File: config.mk
export PLATFORM = sky130hd
export DESIGN_NAME = get_sched
export DESIGN_NICKNAME = d
export VERILOG_FILES = /design/src/rtl/get_sched.sv
export SDC_FILE = /design/constraint.sdc
export NUM_CORES = 1
export LEC_CHECK = 0
export CORE_ASPECT_RATIO = 0.9
export CORE_UTILIZATION = 44
export CTS_CLUSTER_DIAMETER = 100
export DETAILED_ROUTE_END_ITERATION = 10
export PLACE_DENSITY = 0.94
export SYNTH_ARGS = -nofsm -noshare
export SYNTH_HDL_FRONTEND = slang
export SYNTH_SLANG_ARGS = --single-unit
File: constraint.sdc
create_clock -name clk -period 5.9 [get_ports clk]
set_input_delay 1.18 -clock clk [delete_from_list [all_inputs] [get_ports clk]]
set_output_delay 1.18 -clock clk [all_outputs]
set_load 0.01 [all_outputs]
File: src/rtl/get_sched.sv
// get_sched: round-robin scheduler sharing one get_ctrl sweep engine among NREQ requesters.
// A winner's i/j bounds are latched and a start pulse is issued. The scheduler then waits for a
// fresh get_fin rising edge, or for the watchdog limit, and returns a per-requester done pulse.
module get_sched #(
  parameter int unsigned NREQ = 4,
  parameter int unsigned W    = 20,
  parameter int unsigned TMO  = 1048576
) (
  input  logic                    clk,
  input  logic                    rst_n,
  input  logic                    en,
  input  logic [NREQ-1:0]         req,
  input  logic [NREQ*W-1:0]       req_i,
  input  logic [NREQ*W-1:0]       req_j,
  output logic [NREQ-1:0]         gnt,
  output logic [NREQ-1:0]         done,
  output logic                    get_v,
  output logic [W-1:0]            addr_i,
  output logic [W-1:0]            addr_j,
  input  logic                    get_fin,
  output logic                    busy,
  output logic [$clog2(NREQ)-1:0] act_id,
  output logic                    err,
  input  logic                    clr_err
);

  localparam int unsigned IW = $clog2(NREQ);
  localparam int unsigned CW = (TMO > 1) ? $clog2(TMO) : 1;

  typedef enum logic [1:0] {
    IDLE  = 2'd0,
    ISSUE = 2'd1,
    WAIT  = 2'd2,
    DONE  = 2'd3
  } state_t;

  state_t          state;
  state_t          state_d;
  logic [NREQ-1:0] gnt_d;
  logic [NREQ-1:0] done_d;
  logic            get_v_d;
  logic            busy_d;
  logic            err_d;
  logic [W-1:0]    addr_i_d;
  logic [W-1:0]    addr_j_d;
  logic [IW-1:0]   act_id_d;
  logic [IW-1:0]   ptr;
  logic [IW-1:0]   ptr_d;
  logic [CW-1:0]   cnt;
  logic [CW-1:0]   cnt_d;
  logic            fin_q;
  logic            fin_rise;
  logic            tmo_hit;
  logic            pick_vld;
  logic [IW-1:0]   pick_id;
  logic [IW-1:0]   scan_id;

  // (base + off) mod NREQ for off < NREQ
  function automatic logic [IW-1:0] wrap_add(input logic [IW-1:0] base, input int unsigned off);
    int unsigned sum;
    sum = 32'(base) + off;
    if (sum >= NREQ) begin
      sum = sum - NREQ;
    end
    return IW'(sum);
  endfunction

  // Only a fresh low-to-high transition of get_fin counts as completion
  assign fin_rise = get_fin & ~fin_q;

  // Watchdog limit reached on this WAIT cycle (never when TMO is 0)
  assign tmo_hit = (TMO != 0) && (cnt == CW'(TMO - 1));

  // Cyclic search for the first pending request at or after the pointer
  always_comb begin
    pick_vld = 1'b0;
    pick_id  = '0;
    scan_id  = '0;
    for (int unsigned off = 0; off < NREQ; off++) begin
      scan_id = wrap_add(ptr, off);
      if (!pick_vld && req[scan_id]) begin
        pick_vld = 1'b1;
        pick_id  = scan_id;
      end
    end
  end

  // Next-state and next-output logic; every output is loaded into a register below
  always_comb begin
    state_d  = state;
    gnt_d    = '0;
    done_d   = '0;
    get_v_d  = 1'b0;
    busy_d   = busy;
    addr_i_d = addr_i;
    addr_j_d = addr_j;
    act_id_d = act_id;
    ptr_d    = ptr;
    cnt_d    = cnt;
    err_d    = err & ~clr_err;

    case (state)
      IDLE: begin
        if (en && pick_vld) begin
          state_d         = ISSUE;
          gnt_d[pick_id]  = 1'b1;
          get_v_d         = 1'b1;
          busy_d          = 1'b1;
          act_id_d        = pick_id;
          addr_i_d        = req_i[32'(pick_id) * W +: W];
          addr_j_d        = req_j[32'(pick_id) * W +: W];
        end
      end

      ISSUE: begin
        state_d = WAIT;
        cnt_d   = '0;
      end

      WAIT: begin
        // A rising get_fin wins over a simultaneous watchdog expiry
        if (fin_rise) begin
          state_d        = DONE;
          done_d[act_id] = 1'b1;
        end else if (tmo_hit) begin
          state_d        = DONE;
          done_d[act_id] = 1'b1;
          err_d          = 1'b1;
        end else begin
          cnt_d = cnt + 1'b1;
        end
      end

      DONE: begin
        state_d = IDLE;
        busy_d  = 1'b0;
        ptr_d   = (act_id == IW'(NREQ - 1)) ? '0 : act_id + 1'b1;
      end

      default: begin
        state_d = IDLE;
      end
    endcase
  end

  // State, output and bookkeeping registers
  always_ff @(posedge clk or negedge rst_n) begin
    if (!rst_n) begin
      state  <= IDLE;
      gnt    <= '0;
      done   <= '0;
      get_v  <= 1'b0;
      busy   <= 1'b0;
      addr_i <= '0;
      addr_j <= '0;
      act_id <= '0;
      ptr    <= '0;
      cnt    <= '0;
      err    <= 1'b0;
      fin_q  <= 1'b0;
    end else begin
      state  <= state_d;
      gnt    <= gnt_d;
      done   <= done_d;
      get_v  <= get_v_d;
      busy   <= busy_d;
      addr_i <= addr_i_d;
      addr_j <= addr_j_d;
      act_id <= act_id_d;
      ptr    <= ptr_d;
      cnt    <= cnt_d;
      err    <= err_d;
      fin_q  <= get_fin;
    end
  end

endmodule

==> impl_metrics.json, run 1 <==
{
  "status": "completed",
  "setup_viol": 0,
  "worst_pin_slew_ns": 1.00,
  "period_share_pct": 62.7,
  "drive_gt1_share_pct": 4.75,
  "use_met1_pct": 30.3,
  "fin_crit_ns": 3.70,
  "num_vias": 4213,
  "synth_edf_count": 0,
  "io_buffer_count": 221,
  "cts_buffers": 9,
  "routed_wl_um": 13800,
  "tns_ns": 0,
  "die_w_um": 107,
  "postSynthAreaPerCell_um2": 10.5,
  "finalNetCount": 805,
  "row_count": 34,
  "max_cap_violations": 0,
  "regArea_um2": 1950,
  "pin_count": 222,
  "relSlewSlack_pct": 33.1,
  "postCtsSetupBuffers": 0,
  "die_h_um": 96.6,
  "timing.fmax_mhz": 270,
  "antenna_found_initial": 0,
  "remaining_drc_errors": 0,
  "multiInputGateArea_um2": 2280,
  "path_class": "primary input to flip-flop",
  "post-route-util_pct": 70.7,
  "worstSetupEndpointType": "flip-flop",
  "root_buffer": "clkbuf_8",
  "initialDrtViolationCount": 184,
  "wire_per_inst_um": 18.2,
  "synthAdderAreaFrac_pct": 2.57,
  "power_density_nw_per_um2": 359,
  "fin_skew_ns": 0.0122,
  "htree_levels": 3,
  "cts_resized": 0,
  "synth_cell_types": 46,
  "cp-start-kind": "primary input",
  "overflow": 0,
  "dp_hpwl_um": 10700,
  "yosys_warnings": 0,
  "synth_top_family_by_area": "multiplexers",
  "grt-busiest-layer": "met2",
  "critPathArrivalTime_ns": 3.88,
  "synthTopCellsByArea": "dfrtp_1 (45%), mux2i_1 (19%), o221ai_1 (8.0%)",
  "syn_inst": 416,
  "ant_nets": 0,
  "grt.total_usage_pct": 25.8,
  "yosysTopAreaCell": "dfrtp_1",
  "p_leak_nw": 3.16,
  "hold_viol_final": 0,
  "initial_core_util_pct": 45.3,
  "clock_sinks": 78,
  "ys_top_cells_by_count": "mux2i_1 (85), dfrtp_1 (78), nand2_1 (64)",
  "clk_latency_ns": 0.35,
  "grt_pass1_vias": 4022,
  "viasPerCell": 5.57,
  "worstHoldPathType": "flip-flop to flip-flop",
  "grt_pass1_wl_um": 20300,
  "worstPathRequired_ns": 6.08,
  "holdBufCountCts": 0,
  "ys_seq_elements": 78,
  "synthMuxAreaShare_pct": 20.5,
  "finalWeightedCongestion": 0.810,
  "slew_violations": 0,
  "cts.reportedPaths.clkPinSlew_ns": 0.07,
  "synth.net_count": 594,
  "max-vdd-ir-drop_v": 0.000514,
  "drtPass1Iterations": 4,
  "async_flop_share_pct": 100,
  "synth-simple-area-share_pct": 13.4,
  "core_um2": 9660,
  "ys_seq_area_share_pct": 44.6,
  "n_fill_cell": 662,
  "diodes": 0,
  "grt_start_max_net_pins": 79,
  "netlist_area_um2": 4370,
  "synth_compound_gate_area_share_pct": 14.2,
  "cts_max_path_buffers": 2,
  "syn_to_final_growth_pct": 56.1,
  "gr-usage-met2_pct": 46.3,
  "synth_most_common_cell": "mux2i_1",
  "critPathMaxFanout": 43,
  "synth_top_cell_area_share_pct": 44.6,
  "yosys_most_used_dff": "dfrtp_1",
  "cts_tree": "done",
  "synth_xor_xnor_area_share_pct": 1.00,
  "rsz0062_at_grt": "false",
  "met3_usage_pct": 6.57,
  "die_area_um2": 10300
}
==> final timing paths <==
path	start	endpoint	slack [ns]	cells past startpoint
max	req[3]	addr_j[15]	2.20	8
min	addr_i[4]	addr_i[4]	0.49	2
max reg2reg	state[0]	addr_j[15]	3.41	7
min reg2reg	addr_i[4]	addr_i[4]	0.49	2
max in group asynchronous	rst_n	addr_i[10]	4.30	1
min in group asynchronous	rst_n	cnt[0]	0.97	1
==> power by group <==
| group | internal, mW | leakage [nW] | total, mW | switching [mW] |
|---|---|---|---|---|
| registers | 0.705 | 1.01 | 0.827 | 0.122 |
| logic | 0.664 | 2.06 | 1.27 | 0.607 |
| clock network | 0.174 | 0.0865 | 0.355 | 0.181 |
| total | 1.54 | 3.16 | 2.45 | 0.910 |
==> placed cells by master, fill, tap and decap left out, types with 3 or more instances in the layout <==
| master | netlist | layout |
|---|---|---|
| clkdlybuf4s50_1 | 0 | 220 |
| mux2i_1 | 85 | 85 |
| dfrtp_1 | 78 | 78 |
| nand2_1 | 64 | 64 |
| o221ai_1 | 40 | 40 |
| nor2_1 | 14 | 14 |
| clkbuf_8 | 0 | 11 |
| inv_1 | 10 | 10 |
| ha_1 | 9 | 9 |
| nand3_1 | 8 | 8 |
| o21ai_0 | 8 | 8 |
| a21oi_1 | 7 | 7 |
| and2_1 | 6 | 6 |
| nand4_1 | 5 | 5 |
| buf_4 | 5 | 5 |
| nor2b_1 | 4 | 4 |
| and3_1 | 4 | 4 |
| nand2b_1 | 5 | 4 |
| xnor2_1 | 4 | 4 |
| a21o_1 | 3 | 3 |
| a211oi_1 | 3 | 3 |
| clkbuf_1 | 7 | 3 |
==> flip-flops by register name, indices dropped and copies added (netlist names) <==
register  count
gnt           4
done          4
state         2
busy          1
cnt          20
ptr           2
addr_i       20
fin_q         1
addr_j       20
get_v         1
act_id        2
err           1
==> layout make-up <==
| cell class | instances | area share [%] |
|---|---|---|
| clock buffer | 14 | 2.38 |
| clock inverter | 1 | 0.0733 |
| inverter | 10 | 0.550 |
| multi-input combinational | 303 | 33.3 |
| sequential | 78 | 28.6 |
| tap | 126 | 2.31 |
| timing repair buffer | 225 | 32.8 |
==> kinds of logic (layout without fill, tap and decap cells) <==
logic type | count (synthesis) | count (layout)
AOI/OAI and AO/OA | 78 | 78
xor gates and xnor gates | 5 | 5
adders and majority gates | 9 | 9
buffers and inverters | 35 | 250
DFF | 78 | 78
muxes | 89 | 89
and+or+nand+nor | 122 | 122
==> per-layer routing <==
metal | vias to the layer above | wire, um
met3 | 28 | 985
li1 | 1966 | -
met2 | 186 | 7010
met1 | 2033 | 5450
met5 | - | 0
met4 | 0 | 357
==> stage by stage <==
stage          hold slack (ns)  setup slack [ns]  power, mW  area [um^2]  cells
3_3_place_gp             0.469              2.05       2.05         6660    742
6_report                 0.489              2.20       2.45         6830    757
3_5_place_dp             0.477              1.84       2.11         6660    742
4_1_cts                  0.496              2.21       2.47         6830    757
2_1_floorplan            0.480              3.30       1.51         4370    416
5_1_grt                  0.524              2.02       2.60         6830    757
==> critical path, stage by stage <==
cell and delay, ns:
clkdlybuf4s50_1 0.53, o41ai_2 0.50, inv_1 0.07, nand2_1 0.07, buf_4 0.39, inv_1 0.19, nand2b_2 0.67, o221ai_1 0.25
Power figures use the tool's default switching activity.
==> run 2, diff against run 1 <==
--- a/config.mk
+++ b/config.mk
@@ -6,10 +6,10 @@
 export NUM_CORES = 1
 export LEC_CHECK = 0
 export CORE_ASPECT_RATIO = 0.9
-export CORE_UTILIZATION = 44
+export CORE_UTILIZATION = 41
 export CTS_CLUSTER_DIAMETER = 100
 export DETAILED_ROUTE_END_ITERATION = 10
-export PLACE_DENSITY = 0.94
+export PLACE_DENSITY = 0.89
 export SYNTH_ARGS = -nofsm -noshare
 export SYNTH_HDL_FRONTEND = slang
 export SYNTH_SLANG_ARGS = --single-unit
==> constraint.sdc (replaced) <==
create_clock -name clk -period 3.6 [get_ports clk]
set_input_delay 0.72 -clock clk [delete_from_list [all_inputs] [get_ports clk]]
set_output_delay 0.72 -clock clk [all_outputs]
set_load 0.01 [all_outputs]
==> run 2 against run 1 <==
Effect of this change:
- cell count increased by 1.2%
- first-iteration DRC count grew 38%
- utilization decreased by 1.7 points
- global-route usage down 0.10 points
- largest cell class is now buffers
- highest routed layer unchanged
==> impl_metrics.json, run 2 (synthesis results as in run 1) <==
{
  "status": "completed",
  "row_count": 35,
  "top_regs": "addr_i x20, addr_j x20, cnt x20",
  "regArea_um2": 1950,
  "regToRegSetupSlack_ns": 1.14,
  "worstSetupEndpointType": "flip-flop",
  "drive_gt1_share_pct": 5.82,
  "slew_violations": 0,
  "io_buffer_count": 221,
  "antenna_found_initial": 1,
  "viasPerCell": 5.49,
  "overflow": 0,
  "multiInputGateArea_um2": 2280,
  "postCtsSetupBuffers": 0,
  "path_class": "primary input to flip-flop",
  "cts_max_path_buffers": 2,
  "max_cap_violations": 0,
  "cts_buffers": 9,
  "fin_crit_ns": 2.65,
  "cp-start-kind": "primary input",
  "finalWeightedCongestion": 0.852,
  "root_buffer": "clkbuf_16",
  "cts_tree": "done",
  "initialDrtViolationCount": 253,
  "p_total_mw": 4.55,
  "clock_sinks": 78,
  "worstHoldPathType": "flip-flop to flip-flop",
  "remaining_drc_errors": 0,
  "grt_pass1_vias": 4309,
  "clk_latency_ns": 0.33,
  "pin_count": 222,
  "htree_levels": 3,
  "die_w_um": 111,
  "grt_start_max_net_pins": 79,
  "final_common_cell": "clkdlybuf4s50_1",
  "grt_pass1_wl_um": 22500,
  "critPathMaxFanout": 10,
  "syn_to_final_growth_pct": 62.3,
  "fin_hold_ws_ns": 0.491,
  "layout_common_cells": "clkdlybuf4s50_1 (220), mux2i_1 (85), dfrtp_1 (78)",
  "grt.total_usage_pct": 25.7,
  "ant_nets": 0,
  "met3_usage_pct": 5.80,
  "holdBufCountCts": 0,
  "die_h_um": 100,
  "initial_core_util_pct": 42.5,
  "cts.reportedPaths.clkPinSlew_ns": 0.07,
  "p_leak_nw": 3.28,
  "die_area_um2": 11100,
  "timing.fmax_mhz": 377,
  "rsz0062_at_grt": "false",
  "period_share_pct": 73.7,
  "core_um2": 10300,
  "max-vdd-ir-drop_v": 0.000339,
  "num_vias": 4202,
  "wire_per_inst_um": 18.6,
  "dp_hpwl_um": 10900,
  "worstPathRequired_ns": 3.77,
  "worst_pin_slew_ns": 0.981,
  "routed_wl_um": 14300,
  "gr-usage-met2_pct": 44.2,
  "power_density_nw_per_um2": 640,
  "grt-busiest-layer": "met2",
  "critPathArrivalTime_ns": 2.82,
  "finalNetCount": 809,
  "tns_ns": 0,
  "setup_viol": 0,
  "drtPass1Iterations": 4,
  "fin_skew_ns": 0.00928,
  "relSlewSlack_pct": 34.6,
  "use_met1_pct": 30.9,
  "cts_resized": 0,
  "hold_viol_final": 0,
  "n_fill_cell": 735
}
-- run 2: cell types whose count changed in the layout (fill, tap and decap cells not counted), moves of 2 or more --
| cell | previous run | this run |
|---|---|---|
| buf_12 | 0 | 5 |
| clkbuf_1 | 3 | 1 |
| clkbuf_8 | 11 | 0 |
| clkbuf_16 | 0 | 9 |
| clkinvlp_4 | 0 | 2 |
| bufinv_16 | 0 | 3 |
-- run 2: where the power goes --
| part | internal (mW) | switching, mW | total (mW) |
|---|---|---|---|
| clock | 0.676 | 0.360 | 1.04 |
| sequential | 1.16 | 0.193 | 1.35 |
| combinational | 1.15 | 1.01 | 2.16 |
-- run 2: worst paths after layout --
kind	to	cells past startpoint	start
max in group asynchronous	addr_j[6]	1	rst_n
hold / removal	addr_i[9]	2	addr_i[9]
setup reg to reg	cnt[13]	6	state[0]
setup / recovery	addr_j[6]	7	req[0]
min in group asynchronous	cnt[0]	1	rst_n
hold reg to reg	addr_i[9]	2	addr_i[9]
-- run 2: metal layers --
layer  part of all wire, %  wire, um
met1                    39      5560
met4                   3.8       547
met3                   6.9       980
met5                     0         0
met2                    50      7180
-- run 2: final cells by class --
type | instances | share of cell area (%)
multi-input cells | 303 | 32.1
diodes | 1 | 0.0352
repair buffers | 229 | 32.8
inverters | 10 | 0.529
flip-flops and latches | 78 | 27.5
clock buffers | 10 | 3.22
clock inverters | 6 | 1.55
well taps | 129 | 2.27
-- run 2: stage by stage --
stage	setup WS [ns]	utilization [%]	area, um^2	instances
after floorplan	1.46	-	4370	416
after global placement	0.700	65.7	6760	749
after detailed placement	0.594	65.7	6760	749
after CTS	0.919	69.0	7100	765
after global routing	0.776	69.0	7100	766
final	0.947	69.0	7100	766
-- run 2: critical path, stage by stage --
cell,delay (ns)
clkdlybuf4s50_1,0.59
inv_1,0.07
o221a_2,0.27
o22ai_4,0.45
buf_4,0.31
mux2i_1,0.24
o221ai_1,0.17
==> run 3, diff against run 2 <==
==> constraint.sdc (replaced) <==
create_clock -name clk -period 2.5 [get_ports clk]
set_input_delay 0.5 -clock clk [delete_from_list [all_inputs] [get_ports clk]]
set_output_delay 0.5 -clock clk [all_outputs]
set_load 0.01 [all_outputs]
==> run 3 against run 2 <==
Effect of this change:
- hold slack worse by 0.36 ns
- register-to-register slack worse by 0.79 ns
- clock-buffer cell count is 1 lower
- first-iteration DRC count is 2.8% lower
- critical path depth is 1 higher
==> impl_metrics.json, run 3 (synthesis results as in run 1) <==
{
  "status": "completed",
  "dpl_cell_area_um2": 6910,
  "worstHoldPathType": "primary input to asynchronous set/reset pin",
  "fin_hold_ws_ns": 0.132,
  "drive_gt1_share_pct": 7.72,
  "period_share_pct": 85.9,
  "timing.rr.start": "cnt[0]",
  "ant_nets": 0,
  "row_count": 35,
  "io_buffer_count": 221,
  "grt_pass1_wl_um": 22400,
  "regArea_um2": 1950,
  "fin_skew_ns": 0.00740,
  "regToRegSetupSlack_ns": 0.35,
  "drtPass1Iterations": 4,
  "max_cap_violations": 0,
  "max-vdd-ir-drop_v": 0.000550,
  "holdBufCountCts": 0,
  "die_h_um": 100,
  "setup_viol": 0,
  "cts_max_path_buffers": 2,
  "finalWeightedCongestion": 0.897,
  "core_um2": 10300,
  "rr_endpoint": "state[1]",
  "slew_violations": 0,
  "num_vias": 4297,
  "rsz0062_at_grt": "false",
  "htree_levels": 3,
  "power_density_nw_per_um2": 890,
  "remaining_drc_errors": 0,
  "die_w_um": 111,
  "post-route-util_pct": 69.9,
  "worst_pin_slew_ns": 0.517,
  "grt_pass1_vias": 4394,
  "reg2reg_depth": 6,
  "finalWorstSetupSlack_ns": 0.352,
  "clock_sinks": 78,
  "fin_crit_ns": 2.15,
  "p_total_mw": 6.40,
  "top_regs": "addr_i x20, addr_j x20, cnt x20",
  "overflow": 0,
  "cts_buffers": 9,
  "worstSetupEndpointType": "flip-flop",
  "multiInputGateArea_um2": 2280,
  "finalNetCount": 821,
  "hold_viol_final": 0,
  "critPathArrivalTime_ns": 2.35,
  "cp-start-kind": "primary input",
  "antenna_found_initial": 0,
  "die_area_um2": 11100,
  "initial_core_util_pct": 42.5,
  "worstPathRequired_ns": 2.70,
  "root_buffer": "clkbuf_16",
  "clk_latency_ns": 0.34,
  "diodes": 0,
  "critPathMaxFanout": 20,
  "n_fill_cell": 712,
  "layout_common_cells": "clkdlybuf4s50_1 (220), mux2i_1 (85), dfrtp_1 (78)",
  "cts.reportedPaths.clkPinSlew_ns": 0.07,
  "final_common_cell": "clkdlybuf4s50_1",
  "fin_area_um2": 7200,
  "cts_resized": 0,
  "cts_tree": "done",
  "initialDrtViolationCount": 246,
  "wire_per_inst_um": 18.7,
  "place_ws_ns": -0.00124,
  "path_class": "primary input to flip-flop",
  "grt_start_max_net_pins": 43,
  "relSlewSlack_pct": 65.3,
  "pin_count": 222,
  "syn_to_final_growth_pct": 64.5,
  "p_leak_nw": 3.33,
  "grt.total_usage_pct": 25.9,
  "postCtsSetupBuffers": 0,
  "timing.fmax_mhz": 466,
  "routed_wl_um": 14500,
  "dp_hpwl_um": 11100,
  "viasPerCell": 5.53
}
run 3: changes by cell type in the layout (fill, tap and decap cells not counted), sizes merged:
| cell | before | now |
|---|---|---|
| buf | 9 | 21 |
| bufinv | 3 | 0 |
| clkinvlp | 2 | 4 |
| inv | 10 | 12 |
| clkbuf | 10 | 9 |
| diode | 1 | 0 |
run 3: worst max-delay path by stage:
stage	startpoint	endpoint	cells after the start
6_report	req[2]	addr_i[14]	8
4_1_cts	req[2]	addr_i[14]	8
2_1_floorplan	req[2]	addr_i[11]	7
3_3_place_gp	req[2]	addr_j[3]	8
5_1_grt	cnt[0]	state[1]	6
3_5_place_dp	req[2]	addr_i[14]	8
run 3: critical path, stage by stage:
cell and delay (ns):
clkdlybuf4s50_1 0.54, inv_1 0.08, o221a_2 0.31, o22ai_4 0.14
buf_12 0.18, buf_12 0.18, mux2i_1 0.24, o221ai_1 0.16
run 3: per-stage QoR:
step,std cells,setup TNS [ns]
floorplan,416,0
global route,777,0
global placement,761,0
finish,777,0
detailed placement,761,-0.00124
CTS,777,0
run 3: power by group:
group | internal (mW) | switching (mW)
combinational | 1.77 | 1.46
sequential | 1.66 | 0.262
clock | 0.684 | 0.560
total | 4.12 | 2.28
run 3: final cells by class:
class | instances | share of cell area, %
Multi-Input combinational cell | 303 | 31.6
Sequential cell | 78 | 27.1
Tap cell | 129 | 2.24
Inverter | 10 | 0.522
Clock inverter | 7 | 0.817
Clock buffer | 9 | 3.13
Timing Repair Buffer | 241 | 34.5
run 3: layer usage:
| layer | GRT usage [%] | share of wire (%) | up-vias |
|---|---|---|---|
| met2 | 43.3 | 49 | 186 |
| met3 | 8.94 | 7.3 | 44 |
| met4 | 12.9 | 4.4 | 0 |
| met5 | 0 | 0 | - |
| met1 | 29.9 | 39 | 2076 |
| li1 | - | - | 1991 |
